**config.mk**
```make
export PLATFORM = sky130hd
export DESIGN_NAME = int_ctrl
export DESIGN_NICKNAME = d
export VERILOG_FILES = /design/src/rtl/int_ctrl_pkg.sv /design/src/rtl/int_prio_enc.sv /design/src/rtl/int_ctrl.sv
export SDC_FILE = /design/constraint.sdc
export NUM_CORES = 1
export LEC_CHECK = 0
export CAP_MARGIN = 20
export CORE_MARGIN = 1
export CORE_UTILIZATION = 36
export CTS_CLUSTER_DIAMETER = 80
export CTS_CLUSTER_SIZE = 30
export DETAILED_ROUTE_END_ITERATION = 12
export PLACE_DENSITY = 0.77
export SLEW_MARGIN = 0
export SYNTH_ARGS = -nofsm -noshare
export SYNTH_HDL_FRONTEND = slang
export SYNTH_SLANG_ARGS = --single-unit
```
**constraint.sdc**
```tcl
create_clock -name clk_i -period 1.92 [get_ports clk_i]
set_clock_uncertainty 0.2 [all_clocks]
set_input_delay 0.576 -clock clk_i [delete_from_list [all_inputs] [get_ports clk_i]]
set_output_delay 0.576 -clock clk_i [all_outputs]
set_load 0.03 [all_outputs]
```
**src/rtl/int_ctrl_pkg.sv**
```systemverilog
// Shared macros, state encoding and vector address helper for the interrupt sequencer.
`ifndef INT_CTRL_DEFINES
`define INT_CTRL_DEFINES
`ifndef ADDR_WIDTH
`define ADDR_WIDTH 32
`endif
`ifndef ZERO
`define ZERO 32'h0000_0000
`endif
`ifndef STOP
`define STOP 1'b1
`endif
`define INT_VECTOR_BASE   32'h0000_0100
`define INT_VECTOR_STRIDE 32'h0000_0010
`define INT_IDLE    2'b00
`define INT_ARM     2'b01
`define INT_TAKE    2'b10
`define INT_SERVICE 2'b11
`endif

package int_ctrl_pkg;

    typedef enum logic [1:0] {
        ST_IDLE    = `INT_IDLE,
        ST_ARM     = `INT_ARM,
        ST_TAKE    = `INT_TAKE,
        ST_SERVICE = `INT_SERVICE
    } int_state_e;

    localparam int STALL_WIDTH = 6;

    // Vector arithmetic deliberately wraps at the address width.
    function automatic logic [`ADDR_WIDTH-1:0] vector_addr(
        input logic [`ADDR_WIDTH-1:0] base,
        input logic [`ADDR_WIDTH-1:0] stride,
        input logic [31:0]            idx
    );
        return base + stride * `ADDR_WIDTH'(idx);
    endfunction

endpackage

```
**src/rtl/int_prio_enc.sv**
```systemverilog
// Lowest-index-wins priority encoder: index of the first set request plus a valid flag.
module int_prio_enc
    import int_ctrl_pkg::*;
#(
    parameter int N  = 4,
    parameter int IW = (N > 1) ? $clog2(N) : 1
) (
    input  logic [N-1:0]  req_i,
    output logic [IW-1:0] idx_o,
    output logic          valid_o
);

    // Scan downwards so the lowest set index is the last one written.
    always_comb begin
        idx_o   = '0;
        valid_o = 1'b0;
        for (int i = N - 1; i >= 0; i--) begin
            if (req_i[i]) begin
                idx_o   = IW'(i);
                valid_o = 1'b1;
            end
        end
    end

endmodule

```
**src/rtl/int_ctrl.sv**
```systemverilog
// Interrupt sequencer: latches irq edges, picks one by fixed priority, waits for a
// safe pipeline slot, pulses int_enable_o with the ISR vector and blocks until mret.
module int_ctrl
    import int_ctrl_pkg::*;
#(
    parameter int                     NUM_IRQ       = 4,
    parameter logic [`ADDR_WIDTH-1:0] VECTOR_BASE   = `INT_VECTOR_BASE,
    parameter logic [`ADDR_WIDTH-1:0] VECTOR_STRIDE = `INT_VECTOR_STRIDE,
    localparam int                    CW            = (NUM_IRQ > 1) ? $clog2(NUM_IRQ) : 1
) (
    input  logic                   clk_i,
    input  logic                   rst_i,
    input  logic [NUM_IRQ-1:0]     irq_i,
    input  logic [NUM_IRQ-1:0]     irq_mask_i,
    input  logic                   gie_i,
    input  logic [STALL_WIDTH-1:0] stall_i,
    input  logic                   jump_enable_i,
    input  logic                   mret_i,
    input  logic [`ADDR_WIDTH-1:0] resume_pc_i,
    output logic                   int_enable_o,
    output logic [`ADDR_WIDTH-1:0] isr_addr_o,
    output logic [`ADDR_WIDTH-1:0] epc_o,
    output logic [CW-1:0]          int_cause_o,
    output logic                   in_service_o,
    output logic [NUM_IRQ-1:0]     pending_o
);

    int_state_e             state_q;
    logic [CW-1:0]          sel_cause_q;
    logic                   int_enable_q;
    logic [`ADDR_WIDTH-1:0] isr_addr_q;
    logic [`ADDR_WIDTH-1:0] epc_q;
    logic [CW-1:0]          int_cause_q;
    logic                   in_service_q;

    logic [NUM_IRQ-1:0] irq_d_q, irq_d_d;
    logic [NUM_IRQ-1:0] pending_q, pending_d;
    logic [NUM_IRQ-1:0] rise, clr, eligible;
    logic [CW-1:0]      sel_idx;
    logic               sel_valid;
    logic               safe_slot;
    logic               abort_arm;

    // A fresh rise always sets its bit, even on the cycle that bit is being cleared.
    always_comb begin
        irq_d_d = irq_i;
        rise    = irq_i & ~irq_d_q;
        clr     = '0;
        for (int i = 0; i < NUM_IRQ; i++) begin
            if ((state_q == ST_TAKE) && (sel_cause_q == CW'(i))) begin
                clr[i] = 1'b1;
            end
        end
        pending_d = (pending_q & ~clr) | rise;
        eligible  = gie_i ? (pending_q & irq_mask_i) : '0;
        safe_slot = (stall_i == '0) && !jump_enable_i;
        abort_arm = !gie_i || !irq_mask_i[sel_cause_q];
    end

    always_ff @(posedge clk_i or posedge rst_i) begin
        if (rst_i) begin
            irq_d_q   <= '0;
            pending_q <= '0;
        end else begin
            irq_d_q   <= irq_d_d;
            pending_q <= pending_d;
        end
    end

    int_prio_enc #(
        .N  (NUM_IRQ),
        .IW (CW)
    ) u_prio_enc (
        .req_i   (eligible),
        .idx_o   (sel_idx),
        .valid_o (sel_valid)
    );

    // Losing the mask or gie while armed wins over a coincident safe slot.
    always_ff @(posedge clk_i or posedge rst_i) begin
        if (rst_i) begin
            state_q      <= ST_IDLE;
            sel_cause_q  <= '0;
            int_enable_q <= 1'b0;
            isr_addr_q   <= `ZERO;
            epc_q        <= `ZERO;
            int_cause_q  <= '0;
            in_service_q <= 1'b0;
        end else begin
            int_enable_q <= 1'b0;
            isr_addr_q   <= `ZERO;
            case (state_q)
                ST_IDLE: begin
                    if (sel_valid) begin
                        sel_cause_q <= sel_idx;
                        state_q     <= ST_ARM;
                    end
                end
                ST_ARM: begin
                    if (abort_arm) begin
                        state_q <= ST_IDLE;
                    end else if (safe_slot) begin
                        state_q      <= ST_TAKE;
                        epc_q        <= resume_pc_i;
                        int_cause_q  <= sel_cause_q;
                        int_enable_q <= 1'b1;
                        isr_addr_q   <= vector_addr(VECTOR_BASE, VECTOR_STRIDE, 32'(sel_cause_q));
                        in_service_q <= 1'b1;
                    end
                end
                ST_TAKE: begin
                    state_q <= ST_SERVICE;
                end
                ST_SERVICE: begin
                    if (mret_i) begin
                        in_service_q <= 1'b0;
                        state_q      <= ST_IDLE;
                    end
                end
                default: begin
                    state_q <= ST_IDLE;
                end
            endcase
        end
    end

    assign int_enable_o = int_enable_q;
    assign isr_addr_o   = isr_addr_q;
    assign epc_o        = epc_q;
    assign int_cause_o  = int_cause_q;
    assign in_service_o = in_service_q;
    assign pending_o    = pending_q;

endmodule
```
==> run summary, run 1 <==
Status - completed
Final slew viol count - 0
Yosys top cell area share - 0.534
Clock latency on the worst-skew pair - 0.29 ns
Finish-stage setup viols - 0
Post-layout util - 0.549
Layout area overhead - 47.9%
Reg area - 1250 um^2
Total GRT Usage - 0.145
Min Tclk post-route - 1.92 ns
Htree depth - 2
Yosys warning total - 0
Final Cycle Share - 0.998
Die Y - 82.7 um
Fmax - 522 MHz
Critical path depth in cells - 5
Wire per inst - 13.2 um
Fin cells - 360
Final Net Count - 333
Detail Route Antenna Nets - 0
Fin worst setup slack - 0.00381 ns
CTS sink count - 50
Vias per cell - 4.41
First-pass GRT wire length - 7.37 mm
LEAKAGE - 1.84 nW
Max VDD drop - 0.000437 V
Initial antenna violation count - 0
Unrepaired setup endpoints after global routing - true
Core box area - 6310 um^2
Vias in the first global route - 1621
# hold bufs at CTS - 0
Die Area - 6840 um^2
WHS Path Cells - 1
CP bufs+invs - 1
GRT Residual Overflow - 0
Number of max-cap violations - 0
CTS tree - built
Largest net degree at the start of global routing - 30
R2R Path Start - sel_cause_q[1]
Root Driver - clkbuf_8
DP HPWL - 3.63 mm
CP endpoint kind - register
Slowest cell on crit path - dfrtp_1
Num CTS Buffers - 5
Setup crit start - sel_cause_q[1]
Setup CP Type - register to register
Clock tree buffer depth - 2
Setup crit start kind - register
Sequential-to-total area share from yosys stat - 0.534
RePlAce Congestion - 0.790
Synth area leader - dfrtp_1
Filler cells - 558
Worst path arrival time - 1.89 ns
Reg2Reg Depth - 5
Initial Utilization - 0.371
Top Ports - 123
Vias - 1587
Worst reg-to-reg setup slack - 0.004 ns
Worst Hold Class - register to register
DRC - 0
Multi-input gate area - 937 um^2
Library cells used by synthesis - 25
Inst Count DP - 349
Diode count - 0
Commonest non-fill, non-tap cell in the layout - dfrtp_1
#FFs+latches synth - 50
Post-Syn Area - 2340 um^2
Die width - 82.7 um
RR Endpoint - epc_o[26]
Setup TNS - 0 ns
Critical path required time - 1.90 ns
Pre-CTS WS - -0.631 ns
Mapped Cells - 166
Starting DRC count in detailed routing - 46
CP Max Fanout - 8
PD cells - 654 nW/um^2
Worst path max stage delay - 0.40 ns
Syn_area_per_cell - 14.1 um^2
CP delay by family, top - multiplexers
Rows - 29
Worst Setup EP - epc_o[26]
Hold Vio Cnt, Final - 0
Most frequent cells in the layout - dfrtp_1 (50), dlygate4sd2_1 (47), clkdlybuf4s50_1 (38)
Synth top area cells - dfrtp_1 (53%), mux2_4 (19%), buf_4 (9.6%)
Final Power - 0.00227 W
Total Routed Length - 4.77 mm
Pre-antenna DRT Iters - 4
Clk slew on worst S/H paths - 0.08 ns
Fraction of layout cells with a size suffix above 1 - 0.261
CP cell instances - mux4_2 -> nand4b_4 -> nor2_8 -> buf_6 -> mux2_4
IO Port Bufs - 93
[metal layers]
metal  global-route usage  routed length, um
met4               0.0207                 12
met2                0.266               2410
met5                    0                  0
met3               0.0462                447
met1                0.169               1900
[final cells by class]
class	count	area share
timing repair buffer	114	0.303
clock buffer	7	0.0220
clock inverter	1	0.00866
inverter	6	0.00758
sequential	50	0.361
tap	77	0.0278
multi-input combinational	105	0.270
[flip-flops by register name, summed over array words and instances, names as in the netlist, named ones only]
name          flops
epc_o            32
irq_d_q           4
pending_o         4
int_cause_o       2
isr_addr_o        2
sel_cause_q       2
in_service_o      1
int_enable_o      1
state_q           1
[logic make-up after synthesis]
| family | count (synthesis) | synth area share |
|---|---|---|
| compound gates | 17 | 0.0448 |
| buf+inv | 39 | 0.131 |
| flops | 50 | 0.534 |
| mux | 35 | 0.219 |
| other cells | 1 | 0.00160 |
| simple gates | 24 | 0.0694 |
[power by group]
part	leakage (nW)	internal, W	switching, W
clock network	0.0524	0.000390	0.000316
logic	1.12	0.000206	0.000239
registers	0.662	0.00109	0.0000239
[synthesized netlist by cell type]
master    instances
a21o_1            1
nor3b_1           3
o21ai_0          10
mux2_4           29
a22o_1            2
mux4_2            1
nor2_8            1
dfrtp_1          50
a21bo_2           1
inv_1             6
a21oi_1           2
nand2b_1          1
mux2_2            5
nand3b_1          2
and2_1            2
buf_4            30
nor4_1            1
nand4b_4          1
nor2b_1           1
nand2_1           8
conb_1            1
nand3_1           3
buf_12            3
nor3_1            1
a32o_1            1
[worst min-delay path by stage]
stage	slack, ns	from	endpoint
2_1_floorplan	0.20	irq_d_q[0]	pending_o[0]
3_3_place_gp	0.20	irq_d_q[3]	pending_o[3]
3_5_place_dp	0.21	irq_d_q[1]	pending_o[1]
4_1_cts	0.23	irq_d_q[1]	pending_o[1]
5_1_grt	0.26	irq_d_q[1]	pending_o[1]
6_report	0.22	irq_d_q[1]	pending_o[1]
[worst register-to-register path, stage by stage, from the launching register on]
cell and delay [ns]:
dfrtp_1 0.40, mux4_2 0.38, nand4b_4 0.14, nor2_8 0.18
buf_6 0.18, mux2_4 0.32
[what timing repair did]
action	4_1_cts	5_1_grt
buffers inserted	5	0
gates cloned	1	0
resized for setup	82	4
endpoints found under the setup margin	82	38
pin swaps	4	2
[per-stage QoR]
step	area [um^2]	hold WS, ns
floorplan	2450	0.200
CTS	3500	0.226
detailed placement	3380	0.213
global route	3470	0.258
global placement	3380	0.203
finish	3470	0.221
Note: power is estimated with default switching activity, not from simulation.
==> run 2: changes to the inputs <==
--- a/config.mk
+++ b/config.mk
@@ -7,11 +7,11 @@
 export LEC_CHECK = 0
 export CAP_MARGIN = 20
 export CORE_MARGIN = 1
-export CORE_UTILIZATION = 36
+export CORE_UTILIZATION = 40
 export CTS_CLUSTER_DIAMETER = 80
 export CTS_CLUSTER_SIZE = 30
 export DETAILED_ROUTE_END_ITERATION = 12
-export PLACE_DENSITY = 0.77
+export DONT_BUFFER_PORTS = 1
 export SLEW_MARGIN = 0
 export SYNTH_ARGS = -nofsm -noshare
 export SYNTH_HDL_FRONTEND = slang
==> constraint.sdc (replaced) <==
create_clock -name clk_i -period 2.4 [get_ports clk_i]
set_clock_uncertainty 0.2 [all_clocks]
set_input_delay 0.72 -clock clk_i [delete_from_list [all_inputs] [get_ports clk_i]]
set_output_delay 0.72 -clock clk_i [all_outputs]
set_load 0.03 [all_outputs]
==> run summary, run 2 (synthesis results as in run 1) <==
Worst Hold Class - input port to asynchronous set/reset pin
Commonest non-fill, non-tap cell in the layout - dfrtp_1
Final Net Count - 223
Starting DRC count in detailed routing - 25
CTS tree - built
CP Max Fanout - 19
Vias per cell - 4.80
Filler cells - 524
Final Cycle Share - 0.865
Diode count - 0
Initial antenna violation count - 0
Total GRT Usage - 0.123
GRT met2 Usage - 0.204
GRT Residual Overflow - 0
Fin worst setup slack - 0.323 ns
CTS sink count - 50
Finish-stage setup viols - 0
Largest net degree at the start of global routing - 29
Post-CTS Setup Repair Bufs - 0
Root Driver - clkbuf_8
Wire per inst - 15.5 um
Number of max-cap violations - 0
CP delay by family, top - multiplexers
Slew HR - 0.647
Reg area - 1250 um^2
Hold Vio Cnt, Final - 0
PD cells - 663 nW/um^2
Die width - 78.6 um
# hold bufs at CTS - 0
Clk slew on worst S/H paths - 0.09 ns
Unrepaired setup endpoints after global routing - false
Final slew viol count - 0
Pre-CTS WS - 0.144 ns
Top Ports - 123
Htree depth - 2
Vias - 1177
Setup crit start kind - register
Clock latency on the worst-skew pair - 0.29 ns
DP HPWL - 2.84 mm
Layout area overhead - 3.10%
Max VDD drop - 0.000274 V
Die Y - 78.6 um
Worst-Margin Slew - 0.529 ns
Pre-antenna DRT Iters - 4
GRT met1 Usage - 0.135
Num CTS Buffers - 5
Slowest cell on crit path - mux4_2
# resized after CTS - 0
Grt peak-use layer - met2
Met3 Track Usage GR - 0.0616
Clock tree buffer depth - 2
Initial Utilization - 0.421
Die Area - 6170 um^2
Worst path max stage delay - 0.59 ns
DRC - 0
Worst path arrival time - 2.06 ns
RePlAce Congestion - 0.748
Setup CP Type - register to register
Core box area - 5570 um^2
Rows - 27
LEAKAGE - 1.21 nW
Status - completed
Fraction of layout cells with a size suffix above 1 - 0.295
Min Tclk post-route - 2.08 ns
Worst reg-to-reg setup slack - 0.32 ns
Critical path required time - 2.39 ns
Vias in the first global route - 1165
R2R Path Start - sel_cause_q[1]
Post-layout util - 0.434
Fmax - 482 MHz
CP bufs+invs - 1
First-pass GRT wire length - 5.73 mm
Most frequent cells in the layout - dfrtp_1 (50), mux2_4 (29), conb_1 (29)
Detail Route Antenna Nets - 0
Multi-input gate area - 891 um^2
RR Endpoint - epc_o[30]
Setup TNS - 0 ns
IO Port Bufs - 0
Max FFs per register - 32
Reg2Reg Depth - 5
CP endpoint kind - register
CP cell instances - mux4_2 -> nand4b_4 -> nor2_8 -> buf_12 -> mux2_4
Total Routed Length - 3.79 mm
run 2: area by class of cell:
class / count / area share
Tap cell: 72 / 0.0373
Timing Repair Buffer: 4 / 0.0280
Inverter: 6 / 0.00932
Clock inverter: 2 / 0.00518
Multi-Input combinational cell: 105 / 0.369
Sequential cell: 50 / 0.518
Clock buffer: 6 / 0.0342
run 2: where the power goes:
part | internal, W | leakage (nW) | total [W] | switching, W
Combinational | 0.0000523 | 0.496 | 0.000156 | 0.000104
Sequential | 0.000874 | 0.662 | 0.000950 | 0.0000769
Clock | 0.000232 | 0.0472 | 0.000496 | 0.000264
run 2: worst max-delay path by stage:
stage / startpoint / to / slack, ns / depth (start not counted)
floorplan: irq_mask_i[3] / epc_o[0] / 0.21 / 5
global placement: irq_mask_i[3] / epc_o[20] / 0.17 / 5
detailed placement: irq_mask_i[3] / epc_o[30] / 0.14 / 5
CTS: sel_cause_q[1] / epc_o[24] / 0.30 / 5
global route: sel_cause_q[1] / epc_o[30] / 0.24 / 5
finish: sel_cause_q[1] / epc_o[30] / 0.32 / 5
run 2: through the flow:
stage                     area, um^2  instances  power, W  hold slack, ns
after global placement          2320        237   0.00112           0.204
after global routing            2420        245   0.00169           0.140
after CTS                       2420        245   0.00163           0.130
after detailed placement        2320        237   0.00112           0.219
final                           2420        245   0.00160           0.125
after floorplan                 2450        194   0.00113           0.200
run 2: per-layer routing:
| metal | vias up | wire length, um |
|---|---|---|
| li1 | 517 | - |
| met1 | 566 | 1470 |
| met2 | 88 | 1860 |
| met3 | 6 | 428 |
| met4 | 0 | 38 |
| met5 | - | 0 |
==> run 3: changes to the inputs <==
==> constraint.sdc (replaced) <==
create_clock -name clk_i -period 2.4 [get_ports clk_i]
set_clock_uncertainty 0.2 [all_clocks]
set_input_delay 0.36 -clock clk_i [delete_from_list [all_inputs] [get_ports clk_i]]
set_output_delay 0.36 -clock clk_i [all_outputs]
set_load 0.03 [all_outputs]
==> run summary, run 3 (synthesis results as in run 1) <==
Post-Layout Inst Area - 2630 um^2
Worst path arrival time - 2.12 ns
Initial Utilization - 0.421
Final Net Count - 250
Final Power - 0.00159 W
Slew HR - 0.592
Num CTS Buffers - 5
RePlAce Congestion - 0.801
Final slew viol count - 0
Pre-antenna DRT Iters - 4
Hold Vio Cnt, Final - 0
Rows - 27
Total Routed Length - 4.16 mm
Largest net degree at the start of global routing - 51
Commonest non-fill, non-tap cell in the layout - dfrtp_1
Worst-Margin Slew - 0.612 ns
CP cell instances - mux4_2 -> nand4b_4 -> nor2_8 -> buf_4 -> mux2_4
Max FFs per register - 32
CP endpoint kind - register
Most frequent cells in the layout - dfrtp_1 (50), mux2_4 (29), conb_1 (29)
Post-layout util - 0.473
Vias per cell - 4.69
Max VDD drop - 0.000255 V
Starting DRC count in detailed routing - 33
Area of placed instances - 2280 um^2
Worst path max stage delay - 0.57 ns
Reg2Reg Depth - 5
Status - completed
Critical path required time - 2.38 ns
Vias - 1272
Clock tree buffer depth - 2
Slowest cell on crit path - mux4_2
Clock latency on the worst-skew pair - 0.29 ns
Setup crit start kind - register
Finish-stage setup viols - 0
Vias in the first global route - 1326
CTS tree - built
Hold endpoint - pending_o[3]
GRT Residual Overflow - 0
Total GRT Usage - 0.133
Number of max-cap violations - 0
CTS sink count - 50
PD cells - 603 nW/um^2
Core box area - 5570 um^2
Initial antenna violation count - 0
Min Tclk post-route - 2.14 ns
Fmax - 467 MHz
Hold_sp - irq_i[3]
Die Y - 78.6 um
Layout area overhead - 12.3%
R2R Path Start - sel_cause_q[1]
DRC - 0
Setup CP Type - register to register
Die Area - 6170 um^2
Die width - 78.6 um
Clk slew on worst S/H paths - 0.08 ns
IO Port Bufs - 0
First-pass GRT wire length - 6.33 mm
Fraction of layout cells with a size suffix above 1 - 0.236
DP HPWL - 2.81 mm
Setup TNS - 0 ns
Wire per inst - 15.3 um
Final Cycle Share - 0.893
Worst Hold Class - input port to register
Unrepaired setup endpoints after global routing - false
Htree depth - 2
Hold_ws - 0.0107 ns
WHS Path Cells - 2
Top Ports - 123
Root Driver - clkbuf_8
LEAKAGE - 1.30 nW
Worst reg-to-reg setup slack - 0.26 ns
Diode count - 0
Detail Route Antenna Nets - 0
RR Endpoint - epc_o[22]
CP Max Fanout - 19
==> run 3: stage by stage <==
step,instances,setup slack [ns]
floorplan,194,0.474
global placement,236,0.349
detailed placement,236,0.264
CTS,259,0.247
global route,271,0.198
finish,271,0.258
==> run 3: critical path: cells and delay by family, from the launching register on <==
kind          cells  cell delay [ns]
mux               2             0.91
flops             1             0.47
buf+inv           1             0.24
simple gates      2             0.20
==> run 3: repair_timing <==
action | in CTS | in global routing
hold endpoints to repair | 65 | 12
hold buffers | 16 | 12
setup buffers | 0 | 0
resized for setup | 0 | 0
==> run 3: layout make-up <==
cell class	count	area, um^2
fill	478	2940
sequential	50	1250
multi-input combinational	105	891
timing repair buffer	31	303
tap	72	90.1
clock buffer	7	76.3
inverter	6	22.5
==> run 3: layer usage <==
layer  track usage  wire [um]  up-vias
met5             0          0        -
met4        0.0352         15        0
met3        0.0477        389        2
met2         0.230       2100       88
met1         0.155       1660      613
li1              -          -      569
==> run 3: where the power goes <==
group / switching (W) / internal, W
logic: 0.000109 / 0.0000801
registers: 0.0000762 / 0.000873
clock network: 0.000248 / 0.000201
total: 0.000433 / 0.00115
==> run 3: worst max-delay path by stage <==
stage               slack [ns]        end           start  depth (start not counted)
floorplan                 0.47   epc_o[0]  sel_cause_q[1]                          5
global placement          0.35   epc_o[1]  sel_cause_q[1]                          5
detailed placement        0.26  epc_o[22]  sel_cause_q[1]                          5
CTS                       0.25  epc_o[28]  sel_cause_q[1]                          5
global route              0.20  epc_o[22]  sel_cause_q[1]                          5
finish                    0.26  epc_o[22]  sel_cause_q[1]                          5
